==> src/rtl/vga_timing_gen.sv <==
// vga_timing_gen: VGA raster timing (DrawX/DrawY, blank, hs/vs, pix_ce, frame_start); VGA_TIMING_TEST_PATTERN_EN adds colour bars.
// Latency: every output is registered one vga_clk behind the raster counters and advances once per CLK_DIV cycles.
// Backpressure: none, free-running source; consumers qualify with pix_ce and gate colour with blank.
module vga_timing_gen #(
    parameter int H_VISIBLE = 640,
    parameter int H_FP      = 16,
    parameter int H_SYNC    = 96,
    parameter int H_BP      = 48,
    parameter int V_VISIBLE = 480,
    parameter int V_FP      = 10,
    parameter int V_SYNC    = 2,
    parameter int V_BP      = 33,
    parameter int CLK_DIV   = 1
) (
    input  logic       vga_clk,
    input  logic       reset_n,
    output logic [9:0] DrawX,
    output logic [9:0] DrawY,
    output logic       blank,
    output logic       hs,
    output logic       vs,
    output logic       sync,
    output logic       pix_ce,
    output logic       frame_start
`ifdef VGA_TIMING_TEST_PATTERN_EN
    ,
    output logic [3:0] tp_red,
    output logic [3:0] tp_green,
    output logic [3:0] tp_blue
`endif
);

    localparam int H_TOTAL = H_VISIBLE + H_FP + H_SYNC + H_BP;
    localparam int V_TOTAL = V_VISIBLE + V_FP + V_SYNC + V_BP;

    // Refuse to elaborate geometries the 10-bit counters or 2-bit divider cannot represent
    if (H_TOTAL > 1024) begin : g_bad_h_total
        $error("vga_timing_gen: H_TOTAL=%0d exceeds 1024", H_TOTAL);
    end
    if (V_TOTAL > 1024) begin : g_bad_v_total
        $error("vga_timing_gen: V_TOTAL=%0d exceeds 1024", V_TOTAL);
    end
    if ((CLK_DIV < 1) || (CLK_DIV > 4)) begin : g_bad_clk_div
        $error("vga_timing_gen: CLK_DIV=%0d outside 1..4", CLK_DIV);
    end

    // Region boundaries are held at 11 bits so an end point equal to 1024 still compares correctly
    localparam logic [10:0] H_VIS_END  = 11'(H_VISIBLE);
    localparam logic [10:0] H_SYNC_BEG = 11'(H_VISIBLE + H_FP);
    localparam logic [10:0] H_SYNC_END = 11'(H_VISIBLE + H_FP + H_SYNC);
    localparam logic [10:0] V_VIS_END  = 11'(V_VISIBLE);
    localparam logic [10:0] V_SYNC_BEG = 11'(V_VISIBLE + V_FP);
    localparam logic [10:0] V_SYNC_END = 11'(V_VISIBLE + V_FP + V_SYNC);
    localparam logic [9:0]  H_LAST     = 10'(H_TOTAL - 1);
    localparam logic [9:0]  V_LAST     = 10'(V_TOTAL - 1);
    localparam logic [1:0]  DIV_LAST   = 2'(CLK_DIV - 1);

    logic [1:0]  div_cnt;
    logic        tick;
    logic [9:0]  h_cnt;
    logic [9:0]  v_cnt;
    logic [10:0] h_ext;
    logic [10:0] v_ext;
    logic        blank_nxt;
    logic        hs_nxt;
    logic        vs_nxt;
    logic        fs_nxt;

    // Composite sync is not used by this display path
    assign sync = 1'b0;

    // One tick per pixel period; with CLK_DIV=1 the divider stays at 0 and tick is constant high
    assign tick = (div_cnt == DIV_LAST);

    // Pixel-rate divider
    always_ff @(posedge vga_clk) begin
        if (!reset_n) begin
            div_cnt <= 2'd0;
        end else if (tick) begin
            div_cnt <= 2'd0;
        end else begin
            div_cnt <= div_cnt + 2'd1;
        end
    end

    // Raster counters: column advances per tick, line advances on the column wrap
    always_ff @(posedge vga_clk) begin
        if (!reset_n) begin
            h_cnt <= 10'd0;
            v_cnt <= 10'd0;
        end else if (tick) begin
            if (h_cnt == H_LAST) begin
                h_cnt <= 10'd0;
                if (v_cnt == V_LAST) begin
                    v_cnt <= 10'd0;
                end else begin
                    v_cnt <= v_cnt + 10'd1;
                end
            end else begin
                h_cnt <= h_cnt + 10'd1;
            end
        end
    end

    // Decode the pixel the counters currently point at
    always_comb begin
        h_ext     = {1'b0, h_cnt};
        v_ext     = {1'b0, v_cnt};
        blank_nxt = (h_ext < H_VIS_END) && (v_ext < V_VIS_END);
        hs_nxt    = !((h_ext >= H_SYNC_BEG) && (h_ext < H_SYNC_END));
        vs_nxt    = !((v_ext >= V_SYNC_BEG) && (v_ext < V_SYNC_END));
        fs_nxt    = (h_cnt == 10'd0) && (v_cnt == 10'd0);
    end

    // Output stage: capture the decoded pixel on tick edges so all outputs describe the same pixel
    always_ff @(posedge vga_clk) begin
        if (!reset_n) begin
            DrawX       <= 10'd0;
            DrawY       <= 10'd0;
            blank       <= 1'b0;
            hs          <= 1'b1;
            vs          <= 1'b1;
            pix_ce      <= 1'b0;
            frame_start <= 1'b0;
        end else begin
            pix_ce <= tick;
            if (tick) begin
                DrawX       <= h_cnt;
                DrawY       <= v_cnt;
                blank       <= blank_nxt;
                hs          <= hs_nxt;
                vs          <= vs_nxt;
                frame_start <= fs_nxt;
            end
        end
    end

`ifdef VGA_TIMING_TEST_PATTERN_EN
    logic [12:0] h_x8;
    logic [2:0]  bar_nxt;

    // Bar index = floor(h_cnt*8 / H_VISIBLE), found by counting the boundaries already passed
    always_comb begin
        h_x8    = {h_cnt, 3'b000};
        bar_nxt = 3'd0;
        for (int k = 1; k < 8; k++) begin
            if (h_x8 >= 13'(k * H_VISIBLE)) begin
                bar_nxt = 3'(k);
            end
        end
    end

    // Colour bars registered alongside DrawX; dark outside active video
    always_ff @(posedge vga_clk) begin
        if (!reset_n) begin
            tp_red   <= 4'h0;
            tp_green <= 4'h0;
            tp_blue  <= 4'h0;
        end else if (tick) begin
            if (blank_nxt) begin
                tp_red   <= {4{bar_nxt[2]}};
                tp_green <= {4{bar_nxt[1]}};
                tp_blue  <= {4{bar_nxt[0]}};
            end else begin
                tp_red   <= 4'h0;
                tp_green <= 4'h0;
                tp_blue  <= 4'h0;
            end
        end
    end
`endif

endmodule

==> config.mk <==
export PLATFORM = sky130hd
export DESIGN_NAME = vga_timing_gen
export DESIGN_NICKNAME = d
export VERILOG_FILES = /design/src/rtl/vga_timing_gen.sv
export SDC_FILE = /design/constraint.sdc
export NUM_CORES = 1
export LEC_CHECK = 0
export CORE_MARGIN = 4
export CORE_UTILIZATION = 56
export CTS_BUF_LIST = sky130_fd_sc_hd__clkbuf_4
export DETAILED_ROUTE_END_ITERATION = 6
export PLACE_DENSITY = 0.77
export SLEW_MARGIN = 20
export SYNTH_ARGS = -nofsm -noshare
export SYNTH_HDL_FRONTEND = slang
export SYNTH_SLANG_ARGS = --single-unit
==> constraint.sdc <==
create_clock -name vga_clk -period 2.4 [get_ports vga_clk]
set_input_delay 0.48 -clock vga_clk [delete_from_list [all_inputs] [get_ports vga_clk]]
set_output_delay 0.48 -clock vga_clk [all_outputs]
set_load 0.03 [all_outputs]
==> flow_summary_export.csv <==
group,metric,value,unit
status,status,"completed",
timing,final.setup.tns,0,ns
global_routing,grt-ovfl-total,0,
pwr,max-vdd-ir-drop,419,uV
worst_setup_path,end_kind,"register",
route,wirelength,4250,um
yosys,synth_most_common_cell,"dfxtp_1",
place,io_buffers,26,
clocking,post_cts_buffers,0,
yosys,async_flop_share,0,%
worst_setup_path,worst_ep_required_time,2.70,ns
finish,area_growth,15.8,%
global_routing,use_met1,21.6,%
clocking,cts.sinks,47,
yosys,synth_top_cell_by_area,"dfxtp_1",
global_routing,grt_pass1_vias,1566,
route,vias_per_cell,5.47,
die,dieHeight,69.2,um
global_routing,grt_pass1_wl,7250,um
global_routing,grt_start_max_net_pins,36,
die,rows,21,
yosys,yosys.area.top_type_share,44.9,%
worst_setup_path,critPathLaunch,"h_cnt[0]$_SDFFE_PN0P_",
flow_run,cap_violations,0,
yosys,yosys_warnings,0,
global_routing,grt-busiest-layer,"met2",
yosys,synth_enable_flop_cells,0,
clocking,clk_pin_slew_worst_paths,0.13,ns
worst_setup_path,crit_path_start_kind,"register",
worst_setup_path,reg2reg_depth,5,
finish,nets,249,
route,initialDrtViolationCount,114,
die,start_util,60.4,%
place,routabilityCongestion,0.864,
timing,fin_crit,2.04,ns
route,routedWlPerCell,14.7,um
clocking,htree_levels,2,
global_routing,grt_antenna_before_repair,0,
pwr,p_leak,0.968,nW
global_routing,use_met2,31.3,%
min_path,min_from,"div_cnt[0]$_SDFF_PP0_",
clocking,cts_buffers,5,
global_routing,use_met3,5.96,%
route,ant_nets,0,
timing,post-route-period-util,85.0,%
worst_setup_path,rrSetupSlack,0.36,ns
timing,finalHoldViolCount,0,
min_path,min_to,"div_cnt[0]$_SDFF_PP0_",
yosys,synth.cell_area,2090,um2
die,core_area,3470,um2
timing,achievable-frequency,0.490,GHz
worst_setup_path,r2r-start,"h_cnt[0]$_SDFFE_PN0P_",
yosys,ys.flop_type,"dfxtp_1",
pwr,cellPowerDensity,549,nW/um2
route,drt_pass1_iterations,7,
yosys,syn_inst,223,
yosys,syn_area_per_cell,9.39,um2
place,place_hpwl,2980,um
clocking,clk_path_buf_depth,2,
die,die_w,69.2,um
finish,antennaDiodeCount,0,
yosys,ys_seq_elements,47,
yosys,yosys.cell_types.count,40,
clocking,clk-insertion-delay-late,0.37,ns
worst_setup_path,crit_arrival,2.34,ns
die,num_io_pins,28,
yosys,yosysSeqAreaShare,44.9,%
worst_setup_path,reg2reg_to,"v_cnt[4]$_SDFFE_PN0P_",
yosys,synth_common_cells,"dfxtp_1, mux2i_1, nor2b_1, nand2_1, nor2_1",
clocking,cts-root-buf,"clkbuf_4",
route,drcViolationCount,0,
timing,setup_viol,0,
die,dieArea,4780,um2
yosys,synth.area.top_cells,"dfxtp_1, mux2i_1, nor2b_1",
yosys,synthesis.nets,230,
finish,drive_gt1_share,5.35,%
clocking,cts_tree,"done",
clocking,post_cts_resized,0,
timing,clock_skew,0.00948,ns
timing,drv_slew,0,
global_routing,grtUsageTotal,18.6,%
timing,whs,0.421,ns
worst_setup_path,critPathMaxFanout,5,
route,vias,1580,
clocking,cts-hold-fix-buffers,0,
min_path,min_path_cells,1,
worst_setup_path,critPathKind,"register to register",
min_path,hold_path.class,"register to register",
timing,rsz0062_at_grt,"false",
layer usage:
metal	vias to the layer above	routed length, um
met5	-	0
met4	0	87
met3	7	214
met2	37	2190
met1	738	1760
li1	798	-
state kept, by name, indices dropped and copies added (netlist names):
signal       count
DrawX           10
DrawY           10
blank            1
div_cnt          2
frame_start      1
h_cnt           10
hs               1
pix_ce           1
v_cnt           10
vs               1
worst max-delay path by stage:
stage / to / slack (ns)
after floorplan: v_cnt[7]$_SDFFE_PN0P_ / 0.45
after global placement: vs$_SDFFE_PN1P_ / 0.49
after detailed placement: v_cnt[4]$_SDFFE_PN0P_ / 0.39
after CTS: v_cnt[4]$_SDFFE_PN0P_ / 0.36
after global routing: v_cnt[7]$_SDFFE_PN0P_ / 0.27
final: v_cnt[4]$_SDFFE_PN0P_ / 0.36
critical path, cell delays in order, from the launching register on:
cell,delay (ns)
dfxtp_1,0.44
ha_1,0.25
nand3_1,0.18
or4_1,0.60
or3_1,0.35
a21oi_1,0.16
through the flow:
step,std cells,total power [W],utilization (%),setup WS (ns),cell area (um2)
2_1_floorplan,223,0.000867,-,0.447,2090
3_3_place_gp,281,0.000890,67.7,0.488,2350
3_5_place_dp,281,0.000892,67.7,0.395,2350
6_report,289,0.00133,69.9,0.360,2430
5_1_grt,289,0.00138,69.9,0.269,2430
4_1_cts,289,0.00134,69.9,0.365,2430
where the power goes:
part / total (W) / internal [W] / leakage, nW / switching (W)
Clock: 0.000458 / 0.000214 / 0.0426 / 0.000244
Sequential: 0.000801 / 0.000791 / 0.381 / 0.00000957
Combinational: 0.0000731 / 0.0000325 / 0.545 / 0.0000406
cells in the final DEF, fill, tap and decap left out, types with 4 or more instances in the layout:
cell	count
mux2i_1	22
nor2b_1	21
xor2_1	6
and2_1	5
xnor2_1	6
nand3_1	5
nand4_1	8
clkdlybuf4s50_1	26
inv_1	9
clkbuf_4	5
nand2_1	14
nor2_1	13
dfxtp_1	47
or3_1	4
o21ai_0	6
ha_1	5
area by class of cell:
cell class	instances	area, um2
fill	281	1040
multi-input combinational	150	1030
sequential	47	941
timing repair buffer	29	283
tap	46	57.6
clock inverter	3	38.8
clock buffer	5	37.5
inverter	9	33.8
kinds of logic after synthesis:
family / synth area share (%)
buf+inv: 5.67
flops: 44.9
simple gates: 25.5
other cells: 0.179
compound gates: 5.20
xor+xnor: 5.02
mux: 10.5
fa+ha+maj: 2.99
(Power assumes the default switching activity.)
